$ cat config.mk
export PLATFORM = sky130hd
export DESIGN_NAME = axi_lite_master_port_flat
export DESIGN_NICKNAME = d
export VERILOG_FILES = /design/src/rtl/axi_lite_master_pkg.sv /design/src/rtl/axi_lite_master_port_if.sv /design/src/rtl/axi_lite_master_port.sv /design/src/flat_wrapper.sv
export SDC_FILE = /design/constraint.sdc
export NUM_CORES = 1
export LEC_CHECK = 0
export ABC_CLOCK_PERIOD_IN_PS = 1900
export CAP_MARGIN = 0
export CORE_AREA = 2 2 232 234
export CTS_CLUSTER_SIZE = 8
export DETAILED_ROUTE_END_ITERATION = 10
export DIE_AREA = 0 0 234 236
export PLACE_DENSITY_LB_ADDON = 0.15
export REMOVE_ABC_BUFFERS = 1
export SLEW_MARGIN = 15
export SYNTH_ARGS = -nofsm -noshare
export SYNTH_HDL_FRONTEND = slang
export SYNTH_SLANG_ARGS = --single-unit
$ cat constraint.sdc
create_clock -name clk_i -period 1.9 [get_ports clk_i]
set_clock_uncertainty 0.15 [all_clocks]
set_input_delay 0.38 -clock clk_i [delete_from_list [all_inputs] [get_ports clk_i]]
set_output_delay 0.38 -clock clk_i [all_outputs]
set_load 0.02 [all_outputs]
$ cat src/rtl/axi_lite_master_pkg.sv
// Shared types and fixed AXI field encodings for the AXI4-Lite initiator port.
`timescale 1ns/1ps
package axi_lite_master_pkg;

  localparam int unsigned DATA_W = 64;
  localparam int unsigned BE_W   = DATA_W / 8;

  typedef enum logic [2:0] {
    IDLE   = 3'd0,
    WRITE  = 3'd1,
    WAIT_B = 3'd2,
    READ   = 3'd3,
    WAIT_R = 3'd4
  } state_e;

  localparam logic [2:0] SIZE_64    = 3'd3;
  localparam logic [1:0] BURST_INCR = 2'b01;

endpackage

$ cat src/rtl/axi_lite_master_port_if.sv
// AXI channel bundle between the initiator port and a memory-mapped slave.
`timescale 1ns/1ps
interface axi_lite_master_port_if #(
  parameter int unsigned AXI_ADDR_WIDTH = 64,
  parameter int unsigned AXI_DATA_WIDTH = 64,
  parameter int unsigned AXI_ID_WIDTH   = 10,
  parameter int unsigned AXI_USER_WIDTH = 1
);
  localparam int unsigned AXI_STRB_WIDTH = AXI_DATA_WIDTH / 8;

  logic [AXI_ID_WIDTH-1:0]   aw_id;
  logic [AXI_ADDR_WIDTH-1:0] aw_addr;
  logic [7:0]                aw_len;
  logic [2:0]                aw_size;
  logic [1:0]                aw_burst;
  logic                      aw_lock;
  logic [3:0]                aw_cache;
  logic [2:0]                aw_prot;
  logic [3:0]                aw_qos;
  logic [3:0]                aw_region;
  logic [5:0]                aw_atop;
  logic [AXI_USER_WIDTH-1:0] aw_user;
  logic                      aw_valid;
  logic                      aw_ready;

  logic [AXI_DATA_WIDTH-1:0] w_data;
  logic [AXI_STRB_WIDTH-1:0] w_strb;
  logic                      w_last;
  logic [AXI_USER_WIDTH-1:0] w_user;
  logic                      w_valid;
  logic                      w_ready;

  logic [AXI_ID_WIDTH-1:0]   b_id;
  logic [1:0]                b_resp;
  logic [AXI_USER_WIDTH-1:0] b_user;
  logic                      b_valid;
  logic                      b_ready;

  logic [AXI_ID_WIDTH-1:0]   ar_id;
  logic [AXI_ADDR_WIDTH-1:0] ar_addr;
  logic [7:0]                ar_len;
  logic [2:0]                ar_size;
  logic [1:0]                ar_burst;
  logic                      ar_lock;
  logic [3:0]                ar_cache;
  logic [2:0]                ar_prot;
  logic [3:0]                ar_qos;
  logic [3:0]                ar_region;
  logic [AXI_USER_WIDTH-1:0] ar_user;
  logic                      ar_valid;
  logic                      ar_ready;

  logic [AXI_ID_WIDTH-1:0]   r_id;
  logic [AXI_DATA_WIDTH-1:0] r_data;
  logic [1:0]                r_resp;
  logic                      r_last;
  logic [AXI_USER_WIDTH-1:0] r_user;
  logic                      r_valid;
  logic                      r_ready;

  modport Master (
    output aw_id, aw_addr, aw_len, aw_size, aw_burst, aw_lock, aw_cache, aw_prot,
           aw_qos, aw_region, aw_atop, aw_user, aw_valid,
    input  aw_ready,
    output w_data, w_strb, w_last, w_user, w_valid,
    input  w_ready,
    input  b_id, b_resp, b_user, b_valid,
    output b_ready,
    output ar_id, ar_addr, ar_len, ar_size, ar_burst, ar_lock, ar_cache, ar_prot,
           ar_qos, ar_region, ar_user, ar_valid,
    input  ar_ready,
    input  r_id, r_data, r_resp, r_last, r_user, r_valid,
    output r_ready
  );

  modport Slave (
    input  aw_id, aw_addr, aw_len, aw_size, aw_burst, aw_lock, aw_cache, aw_prot,
           aw_qos, aw_region, aw_atop, aw_user, aw_valid,
    output aw_ready,
    input  w_data, w_strb, w_last, w_user, w_valid,
    output w_ready,
    output b_id, b_resp, b_user, b_valid,
    input  b_ready,
    input  ar_id, ar_addr, ar_len, ar_size, ar_burst, ar_lock, ar_cache, ar_prot,
           ar_qos, ar_region, ar_user, ar_valid,
    output ar_ready,
    output r_id, r_data, r_resp, r_last, r_user, r_valid,
    input  r_ready
  );

endinterface

$ cat src/rtl/axi_lite_master_port.sv
// Single-outstanding AXI4-Lite initiator: turns req/gnt memory requests into
// one single-beat AXI transaction each and returns a one-cycle response pulse.
`timescale 1ns/1ps
module axi_lite_master_port
  import axi_lite_master_pkg::*;
#(
  parameter int unsigned AXI_ADDR_WIDTH = 64,
  parameter int unsigned AXI_DATA_WIDTH = 64,
  parameter int unsigned AXI_ID_WIDTH   = 10,
  parameter int unsigned AXI_USER_WIDTH = 1,
  parameter int unsigned ID_VALUE       = 0
) (
  input  logic                      clk_i,
  input  logic                      rst_ni,
  input  logic                      req_i,
  input  logic                      we_i,
  input  logic [AXI_ADDR_WIDTH-1:0] addr_i,
  input  logic [DATA_W-1:0]         wdata_i,
  input  logic [BE_W-1:0]           be_i,
  output logic                      gnt_o,
  output logic                      rvalid_o,
  output logic [DATA_W-1:0]         rdata_o,
  output logic                      err_o,
  axi_lite_master_port_if.Master    master
);

`ifndef SYNTHESIS
  if (AXI_DATA_WIDTH != 64) begin : gen_dw_check
    $error("axi_lite_master_port supports AXI_DATA_WIDTH == 64 only");
  end
`endif

  state_e                    state_q, state_d;
  logic                      aw_done_q, aw_done_d;
  logic                      w_done_q, w_done_d;
  logic [AXI_ADDR_WIDTH-1:0] addr_q, addr_d;
  logic [DATA_W-1:0]         wdata_q, wdata_d;
  logic [BE_W-1:0]           be_q, be_d;
  logic                      we_q, we_d;
  logic                      rvalid_q, rvalid_d;
  logic [DATA_W-1:0]         rdata_q, rdata_d;
  logic                      err_q, err_d;

  // Valids/readies come from state flops only, never from AXI inputs.
  logic aw_valid_c, w_valid_c, ar_valid_c, b_ready_c, r_ready_c;
  logic aw_hs_c, w_hs_c, ar_hs_c, b_hs_c, r_hs_c;

  assign aw_valid_c = (state_q == WRITE) && !aw_done_q;
  assign w_valid_c  = (state_q == WRITE) && !w_done_q;
  assign ar_valid_c = (state_q == READ);
  assign b_ready_c  = (state_q == WAIT_B);
  assign r_ready_c  = (state_q == WAIT_R);

  assign aw_hs_c = aw_valid_c && master.aw_ready;
  assign w_hs_c  = w_valid_c  && master.w_ready;
  assign ar_hs_c = ar_valid_c && master.ar_ready;
  assign b_hs_c  = b_ready_c  && master.b_valid;
  assign r_hs_c  = r_ready_c  && master.r_valid;

  always_ff @(posedge clk_i or negedge rst_ni) begin
    if (!rst_ni) begin
      state_q   <= IDLE;
      aw_done_q <= 1'b0;
      w_done_q  <= 1'b0;
      addr_q    <= '0;
      wdata_q   <= '0;
      be_q      <= '0;
      we_q      <= 1'b0;
      rvalid_q  <= 1'b0;
      rdata_q   <= '0;
      err_q     <= 1'b0;
    end else begin
      state_q   <= state_d;
      aw_done_q <= aw_done_d;
      w_done_q  <= w_done_d;
      addr_q    <= addr_d;
      wdata_q   <= wdata_d;
      be_q      <= be_d;
      we_q      <= we_d;
      rvalid_q  <= rvalid_d;
      rdata_q   <= rdata_d;
      err_q     <= err_d;
    end
  end

  always_comb begin
    state_d   = state_q;
    aw_done_d = aw_done_q;
    w_done_d  = w_done_q;
    addr_d    = addr_q;
    wdata_d   = wdata_q;
    be_d      = be_q;
    we_d      = we_q;
    rvalid_d  = 1'b0;
    rdata_d   = rdata_q;
    err_d     = err_q;
    gnt_o     = 1'b0;

    unique case (state_q)
      IDLE: begin
        gnt_o = req_i;
        if (req_i) begin
          addr_d    = addr_i;
          wdata_d   = wdata_i;
          be_d      = be_i;
          we_d      = we_i;
          aw_done_d = 1'b0;
          w_done_d  = 1'b0;
          state_d   = we_i ? WRITE : READ;
        end
      end
      WRITE: begin
        // AW and W finish independently, possibly in the same cycle.
        aw_done_d = aw_done_q | aw_hs_c;
        w_done_d  = w_done_q  | w_hs_c;
        if (aw_done_d && w_done_d) begin
          state_d = WAIT_B;
        end
      end
      WAIT_B: begin
        if (b_hs_c) begin
          state_d  = IDLE;
          rvalid_d = 1'b1;
          err_d    = master.b_resp[1];
        end
      end
      READ: begin
        if (ar_hs_c) begin
          state_d = WAIT_R;
        end
      end
      WAIT_R: begin
        if (r_hs_c) begin
          state_d  = IDLE;
          rvalid_d = 1'b1;
          rdata_d  = master.r_data;
          err_d    = master.r_resp[1];
        end
      end
      default: state_d = IDLE;
    endcase
  end

  assign rvalid_o = rvalid_q;
  assign rdata_o  = rdata_q;
  assign err_o    = err_q;

  assign master.aw_id     = AXI_ID_WIDTH'(ID_VALUE);
  assign master.aw_addr   = addr_q;
  assign master.aw_len    = 8'd0;
  assign master.aw_size   = SIZE_64;
  assign master.aw_burst  = BURST_INCR;
  assign master.aw_lock   = 1'b0;
  assign master.aw_cache  = 4'd0;
  assign master.aw_prot   = 3'd0;
  assign master.aw_qos    = 4'd0;
  assign master.aw_region = 4'd0;
  assign master.aw_atop   = 6'd0;
  assign master.aw_user   = AXI_USER_WIDTH'(0);
  assign master.aw_valid  = aw_valid_c;

  assign master.w_data  = AXI_DATA_WIDTH'(wdata_q);
  assign master.w_strb  = be_q;
  assign master.w_last  = 1'b1;
  assign master.w_user  = AXI_USER_WIDTH'(0);
  assign master.w_valid = w_valid_c;

  assign master.b_ready = b_ready_c;

  assign master.ar_id     = AXI_ID_WIDTH'(ID_VALUE);
  assign master.ar_addr   = addr_q;
  assign master.ar_len    = 8'd0;
  assign master.ar_size   = SIZE_64;
  assign master.ar_burst  = BURST_INCR;
  assign master.ar_lock   = 1'b0;
  assign master.ar_cache  = 4'd0;
  assign master.ar_prot   = 3'd0;
  assign master.ar_qos    = 4'd0;
  assign master.ar_region = 4'd0;
  assign master.ar_user   = AXI_USER_WIDTH'(0);
  assign master.ar_valid  = ar_valid_c;

  assign master.r_ready = r_ready_c;

  // Response IDs and user bits are intentionally ignored.
  logic unused_c;
  assign unused_c = ^{we_q, master.b_id, master.b_user, master.b_resp[0],
                      master.r_id, master.r_user, master.r_last, master.r_resp[0]};

endmodule

$ cat src/flat_wrapper.sv
// flat-port wrapper written by rule: the top's interface ports become plain ports
module axi_lite_master_port_flat import axi_lite_master_pkg::*;
#(
  parameter int unsigned AXI_ADDR_WIDTH = 64,
  parameter int unsigned AXI_DATA_WIDTH = 64,
  parameter int unsigned AXI_ID_WIDTH   = 10,
  parameter int unsigned AXI_USER_WIDTH = 1,
  parameter int unsigned ID_VALUE       = 0
)
  (clk_i, rst_ni, req_i, we_i, addr_i, wdata_i, be_i, gnt_o, rvalid_o, rdata_o, err_o, master_aw_id, master_aw_addr, master_aw_len, master_aw_size, master_aw_burst, master_aw_lock, master_aw_cache, master_aw_prot, master_aw_qos, master_aw_region, master_aw_atop, master_aw_user, master_aw_valid, master_aw_ready, master_w_data, master_w_strb, master_w_last, master_w_user, master_w_valid, master_w_ready, master_b_id, master_b_resp, master_b_user, master_b_valid, master_b_ready, master_ar_id, master_ar_addr, master_ar_len, master_ar_size, master_ar_burst, master_ar_lock, master_ar_cache, master_ar_prot, master_ar_qos, master_ar_region, master_ar_user, master_ar_valid, master_ar_ready, master_r_id, master_r_data, master_r_resp, master_r_last, master_r_user, master_r_valid, master_r_ready);
  axi_lite_master_port_if #(.AXI_ADDR_WIDTH(AXI_ADDR_WIDTH), .AXI_DATA_WIDTH(AXI_DATA_WIDTH), .AXI_ID_WIDTH(AXI_ID_WIDTH), .AXI_USER_WIDTH(AXI_USER_WIDTH)) master_i ();
  input  logic clk_i;
  input  logic rst_ni;
  input  logic req_i;
  input  logic we_i;
  input  logic [AXI_ADDR_WIDTH-1:0] addr_i;
  input  logic [DATA_W-1:0] wdata_i;
  input  logic [BE_W-1:0] be_i;
  output logic gnt_o;
  output logic rvalid_o;
  output logic [DATA_W-1:0] rdata_o;
  output logic err_o;
  output wire logic [$bits(master_i.aw_id)-1:0] master_aw_id;
  output wire logic [$bits(master_i.aw_addr)-1:0] master_aw_addr;
  output wire logic [$bits(master_i.aw_len)-1:0] master_aw_len;
  output wire logic [$bits(master_i.aw_size)-1:0] master_aw_size;
  output wire logic [$bits(master_i.aw_burst)-1:0] master_aw_burst;
  output wire logic [$bits(master_i.aw_lock)-1:0] master_aw_lock;
  output wire logic [$bits(master_i.aw_cache)-1:0] master_aw_cache;
  output wire logic [$bits(master_i.aw_prot)-1:0] master_aw_prot;
  output wire logic [$bits(master_i.aw_qos)-1:0] master_aw_qos;
  output wire logic [$bits(master_i.aw_region)-1:0] master_aw_region;
  output wire logic [$bits(master_i.aw_atop)-1:0] master_aw_atop;
  output wire logic [$bits(master_i.aw_user)-1:0] master_aw_user;
  output wire logic [$bits(master_i.aw_valid)-1:0] master_aw_valid;
  input wire logic [$bits(master_i.aw_ready)-1:0] master_aw_ready;
  output wire logic [$bits(master_i.w_data)-1:0] master_w_data;
  output wire logic [$bits(master_i.w_strb)-1:0] master_w_strb;
  output wire logic [$bits(master_i.w_last)-1:0] master_w_last;
  output wire logic [$bits(master_i.w_user)-1:0] master_w_user;
  output wire logic [$bits(master_i.w_valid)-1:0] master_w_valid;
  input wire logic [$bits(master_i.w_ready)-1:0] master_w_ready;
  input wire logic [$bits(master_i.b_id)-1:0] master_b_id;
  input wire logic [$bits(master_i.b_resp)-1:0] master_b_resp;
  input wire logic [$bits(master_i.b_user)-1:0] master_b_user;
  input wire logic [$bits(master_i.b_valid)-1:0] master_b_valid;
  output wire logic [$bits(master_i.b_ready)-1:0] master_b_ready;
  output wire logic [$bits(master_i.ar_id)-1:0] master_ar_id;
  output wire logic [$bits(master_i.ar_addr)-1:0] master_ar_addr;
  output wire logic [$bits(master_i.ar_len)-1:0] master_ar_len;
  output wire logic [$bits(master_i.ar_size)-1:0] master_ar_size;
  output wire logic [$bits(master_i.ar_burst)-1:0] master_ar_burst;
  output wire logic [$bits(master_i.ar_lock)-1:0] master_ar_lock;
  output wire logic [$bits(master_i.ar_cache)-1:0] master_ar_cache;
  output wire logic [$bits(master_i.ar_prot)-1:0] master_ar_prot;
  output wire logic [$bits(master_i.ar_qos)-1:0] master_ar_qos;
  output wire logic [$bits(master_i.ar_region)-1:0] master_ar_region;
  output wire logic [$bits(master_i.ar_user)-1:0] master_ar_user;
  output wire logic [$bits(master_i.ar_valid)-1:0] master_ar_valid;
  input wire logic [$bits(master_i.ar_ready)-1:0] master_ar_ready;
  input wire logic [$bits(master_i.r_id)-1:0] master_r_id;
  input wire logic [$bits(master_i.r_data)-1:0] master_r_data;
  input wire logic [$bits(master_i.r_resp)-1:0] master_r_resp;
  input wire logic [$bits(master_i.r_last)-1:0] master_r_last;
  input wire logic [$bits(master_i.r_user)-1:0] master_r_user;
  input wire logic [$bits(master_i.r_valid)-1:0] master_r_valid;
  output wire logic [$bits(master_i.r_ready)-1:0] master_r_ready;
  assign master_aw_id = master_i.aw_id;
  assign master_aw_addr = master_i.aw_addr;
  assign master_aw_len = master_i.aw_len;
  assign master_aw_size = master_i.aw_size;
  assign master_aw_burst = master_i.aw_burst;
  assign master_aw_lock = master_i.aw_lock;
  assign master_aw_cache = master_i.aw_cache;
  assign master_aw_prot = master_i.aw_prot;
  assign master_aw_qos = master_i.aw_qos;
  assign master_aw_region = master_i.aw_region;
  assign master_aw_atop = master_i.aw_atop;
  assign master_aw_user = master_i.aw_user;
  assign master_aw_valid = master_i.aw_valid;
  assign master_i.aw_ready = master_aw_ready;
  assign master_w_data = master_i.w_data;
  assign master_w_strb = master_i.w_strb;
  assign master_w_last = master_i.w_last;
  assign master_w_user = master_i.w_user;
  assign master_w_valid = master_i.w_valid;
  assign master_i.w_ready = master_w_ready;
  assign master_i.b_id = master_b_id;
  assign master_i.b_resp = master_b_resp;
  assign master_i.b_user = master_b_user;
  assign master_i.b_valid = master_b_valid;
  assign master_b_ready = master_i.b_ready;
  assign master_ar_id = master_i.ar_id;
  assign master_ar_addr = master_i.ar_addr;
  assign master_ar_len = master_i.ar_len;
  assign master_ar_size = master_i.ar_size;
  assign master_ar_burst = master_i.ar_burst;
  assign master_ar_lock = master_i.ar_lock;
  assign master_ar_cache = master_i.ar_cache;
  assign master_ar_prot = master_i.ar_prot;
  assign master_ar_qos = master_i.ar_qos;
  assign master_ar_region = master_i.ar_region;
  assign master_ar_user = master_i.ar_user;
  assign master_ar_valid = master_i.ar_valid;
  assign master_i.ar_ready = master_ar_ready;
  assign master_i.r_id = master_r_id;
  assign master_i.r_data = master_r_data;
  assign master_i.r_resp = master_r_resp;
  assign master_i.r_last = master_r_last;
  assign master_i.r_user = master_r_user;
  assign master_i.r_valid = master_r_valid;
  assign master_r_ready = master_i.r_ready;
  axi_lite_master_port #(.AXI_ADDR_WIDTH(AXI_ADDR_WIDTH), .AXI_DATA_WIDTH(AXI_DATA_WIDTH), .AXI_ID_WIDTH(AXI_ID_WIDTH), .AXI_USER_WIDTH(AXI_USER_WIDTH), .ID_VALUE(ID_VALUE)) u_core (.clk_i(clk_i), .rst_ni(rst_ni), .req_i(req_i), .we_i(we_i), .addr_i(addr_i), .wdata_i(wdata_i), .be_i(be_i), .gnt_o(gnt_o), .rvalid_o(rvalid_o), .rdata_o(rdata_o), .err_o(err_o), .master(master_i));
endmodule
==> impl_metrics.ini, run 1 <==
[floorplan]
die_h_um = 236
rows = 85
io-pin-count = 596
core_area_sq_um = 53100
die_w_um = 234
start_util_pct = 16.9
die_area_sq_um = 55200

[timing]
fin_ws_ns = -0.239
drv_slew = 0
finalCritPeriodShare_pct = 113
rsz0062_at_grt = yes
hold_viol_final = 0
max_freq_mhz = 468
finalSetupTns_ns = -18.06
fin_crit_ns = 2.14
finalSetupViolations = 158

[power]
powerDensity_nw_per_um2 = 1710
ir_drop_mv = 0.704
p_leak_nw = 7.08
p_total_mw = 26.6

[synth]
synth_seq_cells = 207
synthSimpleGateAreaFrac_pct = 1.23
syn_area_sq_um = 8970
synth-compound-area-share_pct = 0.850
synth_area_per_cell_sq_um = 14.5
yosysWarnings = 0
synth-xor-area-share_pct = 0
synthFlopType = dfrtp_1
synth-async-reset-ratio_pct = 100
synth-edff-count = 0
ys_types = 26
synthMuxAreaShare_pct = 25.5
syn_inst = 619
synth_fa_ha_area_share_pct = 0
yosysSeqAreaShare_pct = 57.7
synth_top_family_by_area = multiplexers

[cells_and_area]
drive_gt1_share_pct = 29.4
fin_util_pct = 29.4
layout_common_cells = dlygate4sd2_1 (253), clkdlybuf4s50_1 (209), dfrtp_1 (204)
fin_nets = 1350
area_growth_syn_to_layout_pct = 74.0
mostFrequentLayoutCell = dlygate4sd2_1

[clock_tree]
clock_path_buffers = 3
cts_sinks = 207
clk_latency_ns = 0.55
numCtsBuffers = 30
cts-root-buf = clkbuf_16
cts_tree = yes
clk_pin_slew_ns = 0.05
cts_max_level = 1

[place]
dp_hpwl_mm = 21.5
gp_congestion = 0.706
io_buffer_count = 482

[critical_path]
cp-start-kind = flip-flop
critPathArrivalTime_ns = 1.61
crit_path_end_kind = primary output
required_ns = 1.37
path_cells = nor4b_4 -> buf_4 -> buf_6
cpMaxStageDelayCell = dfrtp_2
path_max_fanout = 3
slowest_delay_ns = 0.43
reg2reg_slack_ns = -0.20
worstSetupPathType = flip-flop to primary output

[status]
violations = negative setup slack
status = finished, violations left

[route]
vias = 6338
via_per_inst = 3.49
drtAntennaViolNets = 0
dr.pass1.iters = 3
wl_per_cell_um = 16.8
routed_wl_mm = 30.5
drc = 0
drt-initial-drc-count = 136

[grt]
grt_pass1_vias = 6678
overflow = 0
grt_max_degree = 54
grtUsageTotal_pct = 10.3
antenna_found_initial = 1
grt_pass1_wl_mm = 43.2

[hold_path]
hold_path.class = input pin to asynchronous set/reset pin

[run]
maxCapViolCount = 0
critical path: cells and delay by family (launching register included):
kind                   cells  cell delay, ns
AND/OR/NAND/NOR            1            0.32
buffers and inverters      2            0.31
flip-flops                 1            0.43
repair_timing:
action,4_1_cts,5_1_grt
hold endpoints to repair,207,0
hold buffers,1,0
pin swaps,3,3
gates resized for setup,398,69
setup buffers,29,10
cloned,11,3
setup endpoints to repair,460,214
layer usage:
layer | wire length, um | vias up | GRT usage (%)
met1 | 11200 | 3165 | 11.4
li1 | - | 2864 | -
met2 | 15900 | 266 | 18.6
met3 | 2560 | 43 | 3.26
met5 | 0 | - | 0
met4 | 842 | 0 | 3.16
power by group:
part | switching (mW) | internal (mW)
clock network | 1.92 | 2.92
logic | 7.06 | 6.77
registers | 1.31 | 6.65
worst paths after layout:
kind                                            end  depth (start not counted)                from
setup / recovery                              gnt_o                          3   u_core.state_q[2]
hold / removal             u_core.master.w_data[14]                          2              rst_ni
setup reg to reg                  u_core.rdata_o[9]                          7   u_core.state_q[1]
hold reg to reg                  u_core.rdata_o[16]                          1  u_core.rdata_o[16]
max in group asynchronous        u_core.rdata_o[51]                          3              rst_ni
min in group clk_i                u_core.rdata_o[1]                          2    master_r_data[1]
logic make-up (layout without fill, tap and decap cells):
kind of cell           after synthesis  count (layout)
other                                2              89
and+or+nand+nor                     15              15
buffers and inverters              180             593
AOI/OAI and AO/OA                   12              12
DFF                                207             207
muxes                              203             203
sequential cells by signal (all words and copies together) (netlist names):
| name | cells |
|---|---|
| u_core.master.ar_addr | 64 |
| u_core.master.w_data | 64 |
| u_core.rdata_o | 64 |
| u_core.master.w_strb | 8 |
| u_core.state_q | 3 |
| u_core.aw_done_q | 1 |
| u_core.err_o | 1 |
| u_core.rvalid_o | 1 |
| u_core.w_done_q | 1 |
metrics by stage:
step | worst slack, ns | std cells | area, sq um | hold slack, ns
6_report | -0.239 | 1815 | 15600 | 0.148
5_1_grt | -0.340 | 1815 | 15600 | 0.145
4_1_cts | -0.338 | 1815 | 15500 | 0.109
3_5_place_dp | -0.547 | 1739 | 14100 | 0.160
3_3_place_gp | -0.520 | 1739 | 14100 | 0.162
2_1_floorplan | -7.51 | 528 | 7990 | -0.0656
synth_stat cells (all sizes together) (2+ instances only):
cell	instances	area, sq um
inv	3	11.3
clkbuf	2	7.51
a21oi	6	30.0
nand3b	3	22.5
buf	175	1300
mux2	203	2290
conb	2	7.51
dfrtp	207	5180
nor2	5	18.8
final cells by class:
cell class / count / area (sq um)
diodes: 1 / 2.50
clock buffers: 35 / 811
clock inverters: 1 / 5.00
fillers: 5519 / 37500
inverters: 3 / 13.8
multi-input cells: 318 / 3150
flip-flops and latches: 207 / 5180
well taps: 696 / 871
repair buffers: 554 / 5580
Note: power is estimated with default switching activity, not from simulation.
==> run 2: changes to the inputs <==
--- a/config.mk
+++ b/config.mk
@@ -9,6 +9,8 @@
 export CAP_MARGIN = 0
-export CORE_AREA = 2 2 232 234
+export CELL_PAD_IN_SITES_DETAIL_PLACEMENT = 1
+export CELL_PAD_IN_SITES_GLOBAL_PLACEMENT = 1
+export CORE_AREA = 2 2 234 236
 export CTS_CLUSTER_SIZE = 8
 export DETAILED_ROUTE_END_ITERATION = 10
-export DIE_AREA = 0 0 234 236
+export DIE_AREA = 0 0 236 238
 export PLACE_DENSITY_LB_ADDON = 0.15
--- a/constraint.sdc
+++ b/constraint.sdc
@@ -4,2 +4,2 @@
 set_output_delay 0.38 -clock clk_i [all_outputs]
-set_load 0.02 [all_outputs]
+set_load 0.005 [all_outputs]
==> run 2 against run 1 <==
Against the previous run:
- the flow still finishes with violations (negative setup slack)
- total power shrank 5.6%
- fmax shrank 4.5%
- core utilization grew 1.1 points
- cell count grew 2.8%
- via count grew 4.4%
- global-route usage grew 1.3 points
- cell area grew 4.7%
- combinational power shrank 11%
- count of clock-buffer cells in the layout shrank 2
- critical path depth grew 1
- register-to-register slack lost 0.11 ns
- first-iteration DRC count shrank 8.8%
==> impl_metrics.ini, run 2 (same netlist as run 1, synthesis figures left out) <==
[route]
drtAntennaViolNets = 0
wl_per_cell_um = 18.7
drt-initial-drc-count = 124
drc = 0
vias = 6620
routed_wl_mm = 34.9
dr.pass1.iters = 4
via_per_inst = 3.55

[place]
io_buffer_count = 482
gp_congestion = 0.721
dp_slack_ns = -0.507
dp_hpwl_mm = 24.3

[timing]
hold_viol_final = 0
fin_ws_ns = -0.340
fin_crit_ns = 2.24
max_freq_mhz = 446
finalCritPeriodShare_pct = 118
fin_hold_ws_ns = 0.142
drv_slew = 0
finalSetupViolations = 156
rsz0062_at_grt = yes

[power]
pwr-share-seq_pct = 31.6
internal-power_mw = 17.7
powerDensity_nw_per_um2 = 1540
p_leak_nw = 7.72
ir_drop_mv = 0.600
p_comb_share_pct = 48.7
clkPwrFrac_pct = 19.6
swShare_pct = 29.7
power_switching_mw = 7.47

[cells_and_area]
area_growth_syn_to_layout_pct = 82.1
fillers = 5818
drive_gt1_share_pct = 29.9
mostFrequentLayoutCell = dlygate4sd2_1
fin_nets = 1402
diodes = 0
layout_common_cells = dlygate4sd2_1 (226), clkdlybuf4s50_1 (209), dfrtp_1 (203)

[status]
status = finished, violations left
violations = negative setup slack

[grt]
grt_pass1_wl_mm = 49.3
grt_max_degree = 60
grtUsageTotal_pct = 11.6
antenna_found_initial = 1
overflow = 0
grt_pass1_vias = 7276

[critical_path]
worstSetupPathType = flip-flop to primary output
cp-start-kind = flip-flop
r2r_end = u_core.master.w_data[35]
path_max_fanout = 3
reg2reg_depth = 8
critPathArrivalTime_ns = 1.71
reg2reg_from = u_core.state_q[2]
reg2reg_slack_ns = -0.31
crit_path_end_kind = primary output
required_ns = 1.37

[clock_tree]
numCtsBuffers = 30
cts_tree = yes
clock_path_buffers = 3
cts_sinks = 207
clk_pin_slew_ns = 0.05
cts_max_level = 1
cts-root-buf = clkbuf_16
clk_latency_ns = 0.55

[floorplan]
die_h_um = 238
io-pin-count = 596
rows = 85
die_w_um = 236
start_util_pct = 16.8
die_area_sq_um = 56200
core_area_sq_um = 53500

[hold_path]
hold_path.class = input pin to asynchronous set/reset pin

[run]
maxCapViolCount = 0
## run 2: changes by cell type in the layout (fill, tap and decap cells not counted), sizes merged
cell / change
clkbuf: +3
bufinv: +1
clkdlybuf4s15: +13
buf: +47
dlymetal6s2s: +14
dlygate4sd2: -27
diode: -1
## run 2: critical path, cell delays in order (launching register included)
cell     delay [ns]
dfrtp_2        0.42
buf_6          0.13
nor4b_4        0.35
buf_12         0.16
buf_6          0.09
## run 2: worst max-delay path by stage
stage / to / cells after the start / startpoint
after floorplan: u_core.master.ar_addr[0] / 2 / u_core.state_q[0]
after global placement: gnt_o / 4 / req_i
after detailed placement: u_core.master.w_data[12] / 5 / req_i
after CTS: gnt_o / 4 / u_core.state_q[0]
after global routing: gnt_o / 4 / u_core.state_q[2]
final: gnt_o / 4 / u_core.state_q[2]
## run 2: layout make-up
cell class	count	area (sq um)	area share [%]
Clock buffer	33	783	4.79
Clock inverter	2	35.0	0.214
Inverter	3	13.8	0.0842
Multi-Input combinational cell	318	3370	20.6
Sequential cell	207	5180	31.7
Tap cell	696	871	5.33
Timing Repair Buffer	606	6080	37.2
## run 2: per-layer routing
layer / share of wire, % / GRT usage (%) / vias to the layer above / wire length (um)
met5: 0.029 / 0 / - / 10
met4: 1.9 / 3.07 / 2 / 651
met3: 8.8 / 4.38 / 44 / 3090
met2: 49 / 19.6 / 299 / 17200
met1: 40 / 13.7 / 3314 / 14000
li1: - / - / 2961 / -
## run 2: metrics by stage
| step | utilization (%) | power, mW | setup TNS, ns | cells | cell area [sq um] |
|---|---|---|---|---|---|
| finish | 30.6 | 25.2 | -27.50 | 1865 | 16300 |
| global route | 30.6 | 26.8 | -44.56 | 1865 | 16300 |
| CTS | 29.0 | 24.2 | -39.07 | 1839 | 15500 |
| detailed placement | 26.4 | 19.1 | -75.46 | 1744 | 14100 |
| global placement | 26.4 | 19.1 | -71.21 | 1744 | 14100 |
| floorplan | - | 10.7 | -1088.90 | 528 | 7990 |
## run 2: what timing repair did
action	4_1_cts	5_1_grt
gates resized for setup	365	171
setup endpoints to repair	455	252
setup buffers	52	27
hold endpoints to repair	207	0
hold buffers	1	0
gates cloned	7	9
pin swaps	6	5
## run 2: power by group through the flow
stage / Sequential (mW) / Clock, mW / Combinational [mW]
floorplan: 8.22 / 0 / 2.49
global placement: 8.14 / 0 / 10.9
detailed placement: 8.21 / 0 / 10.9
CTS: 8.01 / 5.21 / 11.0
global route: 8.33 / 5.35 / 13.2
finish: 7.96 / 4.94 / 12.3
